<file path="config.mk">
export PLATFORM = sky130hd
export DESIGN_NAME = wb_stage
export DESIGN_NICKNAME = d
export VERILOG_FILES = /design/src/rtl/wb_stage.sv
export SDC_FILE = /design/constraint.sdc
export NUM_CORES = 1
export LEC_CHECK = 0
export CELL_PAD_IN_SITES_DETAIL_PLACEMENT = 1
export CELL_PAD_IN_SITES_GLOBAL_PLACEMENT = 1
export CORE_UTILIZATION = 33
export DETAILED_ROUTE_END_ITERATION = 7
export PLACE_DENSITY = 0.86
export SLEW_MARGIN = 20
export SYNTH_ARGS = -nofsm -noshare
export SYNTH_HDL_FRONTEND = slang
export SYNTH_SLANG_ARGS = --single-unit
</file>
<file path="constraint.sdc">
create_clock -name clk -period 3.32 [get_ports clk]
set_input_delay 0.498 -clock clk [delete_from_list [all_inputs] [get_ports clk]]
set_output_delay 0.498 -clock clk [all_outputs]
set_load 0.01 [all_outputs]
</file>
<file path="src/rtl/wb_stage.sv">
// Registered write-back stage: holds one instruction from MEM, aligns and
// extends sub-word loads, selects the final result and drives the
// register-file write port, the forwarding bus and a retire counter.
module wb_stage #(
  parameter int          REG_AW   = 5,
  parameter int          CNT_W    = 32,
  parameter logic [31:0] LINK_OFF = 32'd8
) (
  input  logic              clk,
  input  logic              reset,
  input  logic              in_valid,
  output logic              in_ready,
  input  logic              in_regwrite,
  input  logic [1:0]        in_sel,
  input  logic [REG_AW-1:0] in_rd,
  input  logic [31:0]       in_alu,
  input  logic [31:0]       in_rdata,
  input  logic [31:0]       in_cp0,
  input  logic [31:0]       in_pc,
  input  logic [1:0]        in_ld_size,
  input  logic              in_ld_sign,
  input  logic              hold,
  input  logic              flush,
  output logic              rf_we,
  output logic [REG_AW-1:0] rf_waddr,
  output logic [31:0]       rf_wdata,
  output logic              fwd_valid,
  output logic [REG_AW-1:0] fwd_addr,
  output logic [31:0]       fwd_data,
  output logic [CNT_W-1:0]  retire_cnt,
  output logic [31:0]       debug_pc
);

  localparam logic [1:0] SEL_ALU  = 2'd0;
  localparam logic [1:0] SEL_MEM  = 2'd1;
  localparam logic [1:0] SEL_CP0  = 2'd2;
  localparam logic [1:0] SEL_LINK = 2'd3;

  // Stage register contents
  logic              v_q, v_d;
  logic              regwrite_q;
  logic [1:0]        sel_q;
  logic [REG_AW-1:0] rd_q;
  logic [31:0]       alu_q;
  logic [31:0]       rdata_q;
  logic [31:0]       cp0_q;
  logic [31:0]       pc_q;
  logic [1:0]        ld_size_q;
  logic              ld_sign_q;
  logic [CNT_W-1:0]  cnt_q, cnt_d;

  logic              accept;
  logic              leave;
  logic              writes_gpr;
  logic [31:0]       result;

  // Pick the addressed byte/half out of the memory word and extend it.
  // Odd half-word offsets cannot reach here, so only off[1] selects the half.
  function automatic logic [31:0] load_extract(
    input logic [31:0] rdata,
    input logic [1:0]  off,
    input logic [1:0]  size,
    input logic        sign
  );
    logic [7:0]  b;
    logic [15:0] h;
    logic [31:0] r;
    case (off)
      2'd0:    b = rdata[7:0];
      2'd1:    b = rdata[15:8];
      2'd2:    b = rdata[23:16];
      default: b = rdata[31:24];
    endcase
    h = off[1] ? rdata[31:16] : rdata[15:0];
    case (size)
      2'd0:    r = {{24{sign & b[7]}}, b};
      2'd1:    r = {{16{sign & h[15]}}, h};
      default: r = rdata;
    endcase
    return r;
  endfunction

  // Handshake, result selection and next-state computation
  always_comb begin
    in_ready   = !flush && (!v_q || !hold);
    accept     = in_valid && in_ready;
    leave      = v_q && !hold && !flush;
    writes_gpr = regwrite_q && (rd_q != '0);

    case (sel_q)
      SEL_ALU:  result = alu_q;
      SEL_MEM:  result = load_extract(rdata_q, alu_q[1:0], ld_size_q, ld_sign_q);
      SEL_CP0:  result = cp0_q;
      SEL_LINK: result = pc_q + LINK_OFF;
      default:  result = alu_q;
    endcase

    // A flush kills the entry even when it is held; acceptance wins over leave.
    if (accept)              v_d = 1'b1;
    else if (leave || flush) v_d = 1'b0;
    else                     v_d = v_q;

    cnt_d = leave ? cnt_q + CNT_W'(1) : cnt_q;
  end

  // Write-port, forwarding and debug outputs from the held entry
  always_comb begin
    rf_we      = leave && writes_gpr;
    rf_waddr   = v_q ? rd_q : '0;
    rf_wdata   = v_q ? result : '0;
    fwd_valid  = v_q && writes_gpr;
    fwd_addr   = rd_q;
    fwd_data   = result;
    retire_cnt = cnt_q;
    debug_pc   = v_q ? pc_q : '0;
  end

  // Stage register: capture on accept, track occupancy and retirements
  always_ff @(posedge clk) begin
    if (!reset) begin
      v_q        <= 1'b0;
      regwrite_q <= 1'b0;
      sel_q      <= '0;
      rd_q       <= '0;
      alu_q      <= '0;
      rdata_q    <= '0;
      cp0_q      <= '0;
      pc_q       <= '0;
      ld_size_q  <= '0;
      ld_sign_q  <= 1'b0;
      cnt_q      <= '0;
    end else begin
      v_q   <= v_d;
      cnt_q <= cnt_d;
      if (accept) begin
        regwrite_q <= in_regwrite;
        sel_q      <= in_sel;
        rd_q       <= in_rd;
        alu_q      <= in_alu;
        rdata_q    <= in_rdata;
        cp0_q      <= in_cp0;
        pc_q       <= in_pc;
        ld_size_q  <= in_ld_size;
        ld_sign_q  <= in_ld_sign;
      end
    end
  end

endmodule

</file>
==> summary.md <==
| Metric | Value |
|---|---|
| Hold crit path type | `register to register` |
| Post-Synth Adder-Cell Area | `0.2830%` |
| Die X | `165.7 µm` |
| Port-buffer cells | `284` |
| Root Driver | `clkbuf_16` |
| Reg-to-reg slack, setup | `1.11 ns` |
| Clk pin slew, worst setup/hold paths | `0.07 ns` |
| Power share of the clock group | `39.0%` |
| Hold-fix buffer count after cts | `0` |
| Worst setup margin | `about 0.04 ns` |
| Status | `finished with violations` |
| Initial antenna violation count | `2` |
| Worst-path fanout max | `8` |
| CORE AREA | `26210 µm²` |
| P per Cell Area | `about 380 nW/µm²` |
| Post-Route WL | `approximately 38 mm` |
| Placed cells | `1803` |
| Vias | `10070` |
| Maximum VDD drop | `between 0.0002 and 0.0003 V` |
| Slowest CP cell | `clkdlybuf4s50_1` |
| Number of cells on the worst hold path | `2` |
| HP Start | `alu_q[4]` |
| Hold endpoint | `alu_q[4]` |
| Simple-gate area share of the yosys netlist | `30.40%` |
| WL per Instance | `20.82 µm` |
| Post-Synthesis Cells | `roughly 1200` |
| Ys flop type | `dfxtp_1` |
| DP Worst Slack | `just over 0.0004 ns` |
| CTS tree | `built` |
| Top-area cell type share of the netlist area | `approximately two fifths` |
| Clock insertion delay at the later pin of the skew report | `0.45 ns` |
| Post-Layout Cell Count | `1847` |
| Commonest non-fill, non-tap cell in the layout | `nand2_1` |
| Fin. Hold Viols | `0` |
| Initial Utilization | `33.74%` |
| Largest family of logic cells by synthesized area | `simple AND/OR/NAND/NOR gates` |
| # rows | `a little under 60` |
| Setup TNS | `0 ns` |
| Maxcap violations | `0` |
| Sw Pwr | `1393 µW` |
| Commonest cells after routing, fill and taps aside | `nand2_1, clkdlybuf4s50_1, a21oi_1` |
| Dpl hpwl | `27.91 mm` |
| Syn_area_per_cell | `about 7 µm²` |
| Final period util | `roughly 99%` |
| Critical Path RT | `2.82 ns` |
| Largest net degree at the start of global routing | `76` |
| Ranking of synthesized cells by area | `dfxtp_1, nand2_1, a21oi_1, and2_1, clkbuf_1` |
| Post-synth EDFFs | `0` |
| Warning count from the yosys run | `0` |
| Worst-margin pin slew | `1.007 ns` |
| Final Max Tran Viols | `0` |
| DRC violations left | `38` |
| TritonRoute pass-1 iters | `7` |
| Multiplexer share of the synthesized area | `2.505%` |
| Failing checks | `design-rule violations` |
| CTS sink cnt | `172` |
| Worst slew margin | `32.78%` |
| Die height | `165.7 µm` |
| Die ar. | `27450 µm²` |
| Compound-Gate Fraction of Synth Area | `19.35%` |
| Switching fraction of total power | `28.17%` |
| First-pass GRT wire length | `between 50 and 60 mm` |
| Fin crit period | `3.280 ns` |
| Critical path startpoint category | `register` |
| Pleak | `0.004831 µW` |
| Starting DRT DRC Count | `732` |
| Synth Register Bits | `around 170` |
| Drt via density | `5.451` |
| Cell accounting for the most synthesized area | `dfxtp_1` |
| Post-Synth XOR/XNOR Area | `between 3 and 4%` |
| H-tree depth | `4` |
| CP arrival | `between 2 and 3 ns` |
| Critical Setup Path Class | `register to output port` |
| Post-synth ARST share | `0%` |
| Via count of the first global-routing pass | `10370` |
| GPL Wtd Cong | `0.9145` |
| Comb power frac | `16.1%` |
| Worst r2r path cells | `7` |
| Num CTS Buffers | `17` |
| Global-route usage over all layers | `roughly 28%` |
| Area grow syn2layout | `47.52%` |
| Max stage delay on crit path | `about 0.63 ns` |
| Register area share after synthesis | `38.95%` |
| Nets@finish | `1644` |
| Synthesized area | `a little under 9000 µm²` |
| Fmax | `304.8 MHz` |
| Final ANT Viol Nets | `0` |
| Worst-path cell chain | `or3_1 > o22ai_2 > a21oi_4 > o221a_2 > nor3_1 > clkdlybuf4s50_1` |
| Max Root-Sink Buffers | `2` |
| Sequential power share | `approximately 45%` |
| Mapped Nets | `1376` |
| Reg-to-Reg Start | `v_q` |
| Buf/Inv on CP | `1` |
| P_int | `3553 µW` |
| Top Ports | `285` |
| GRT overflow | `0` |
| Crit path capture type | `output port` |
| Crit-path leading delay family | `simple AND/OR/NAND/NOR gates` |
| Max Clock Skew | `0.01301 ns` |
| Final Setup Violations | `0` |
| Library cells used by synthesis | `64` |
| Worst R2R End | `retire_cnt[25]` |
| Share of cells above drive strength 1 | `roughly a tenth` |
[cell type report]
type,instances,area (µm²)
repair buffers,341,3377
flip-flops and latches,172,3468
clock inverters,12,88.84
well taps,335,419.2
clock buffers,20,466.7
fillers,3229,13160
inverters,19,77.57
diodes,1,2.502
multi-input cells,947,5142
[timing repair]
action	4_1_cts	5_1_grt
pin swaps	6	9
resized for setup	43	36
setup endpoints to repair	42	35
setup buffers	3	8
[through the flow]
| step | hold slack [ns] | instance area, µm² | total power (µW) | utilization (%) |
|---|---|---|---|---|
| floorplan | 0.4311 | 8841 | 2584 | - |
| global placement | 0.4391 | 12190 | 3016 | 46.52 |
| detailed placement | 0.4501 | 12190 | 3035 | 46.52 |
| CTS | 0.4623 | 12870 | 4946 | 49.13 |
| global route | 0.4697 | 13040 | 5113 | 49.77 |
| finish | 0.4586 | 13040 | 4946 | 49.77 |
[flip-flops by register name, summed over array words and instances, names as in the netlist, 2 cells and up]
register,cells
rdata_q,32
ld_size_q,2
alu_q,32
retire_cnt,32
sel_q,2
fwd_addr,5
cp0_q,32
pc_q,32
[worst max path at each step]
stage                  start           end  cells after the start
floorplan            pc_q[3]  rf_wdata[25]                      7
global placement     pc_q[4]  rf_wdata[31]                      8
detailed placement   pc_q[4]  rf_wdata[31]                      8
CTS                  pc_q[4]  rf_wdata[17]                      7
global route        alu_q[0]  rf_wdata[10]                      6
finish              alu_q[0]  rf_wdata[10]                      6
[kinds of logic after synthesis]
logic type	after synthesis
fa+ha+maj	2
xor+xnor	38
compound gates	297
flops	172
buf+inv	111
mux	21
simple gates	589
[Yosys cell counts, types with 3 or more instances]
| master | instances |
|---|---|
| o221ai_1 | 4 |
| nand2b_1 | 10 |
| nand4_1 | 22 |
| nor3_1 | 12 |
| and2_1 | 49 |
| dfxtp_1 | 172 |
| clkbuf_1 | 81 |
| buf_1 | 8 |
| nor2b_1 | 5 |
| nor3b_1 | 5 |
| o21a_1 | 7 |
| inv_1 | 18 |
| a31oi_1 | 9 |
| o31a_1 | 3 |
| a21oi_1 | 188 |
| and3_1 | 13 |
| a211oi_1 | 8 |
| buf_2 | 3 |
| and4_1 | 6 |
| nand2_1 | 327 |
| o21ai_0 | 30 |
| nor4_1 | 4 |
| or2_2 | 10 |
| xor2_1 | 24 |
| o22ai_1 | 12 |
| mux2_2 | 9 |
| nor2_1 | 71 |
| a22oi_1 | 6 |
| mux2i_1 | 12 |
| xnor2_1 | 14 |
| nand3_1 | 28 |
| or4_1 | 3 |
| or3_1 | 18 |
[metal layers]
layer,track usage [%],vias up,wire (µm)
met5,0,-,0
met4,10.48,0,1155
met3,7.384,54,3028
met2,49.15,369,19310
met1,31.13,4928,14960
li1,-,4717,-
[worst register-to-register path, cell delays in order (launching register included)]
cell	delay (ns)
dfxtp_2	0.35
buf_12	0.23
nor3b_1	0.23
buf_4	0.16
and4_1	0.23
nand4_1	0.34
or3_1	0.46
a21oi_1	0.14
[power groups by stage]
stage               registers (µW)  clock network [µW]  logic (µW)
floorplan                     2230                   0         351
global placement              2260                   0         758
detailed placement            2260                   0         772
CTS                           2220                1940         785
global route                  2230                2030         853
finish                        2220                1930         796
No activity file was read; power rests on OpenSTA's default activity.
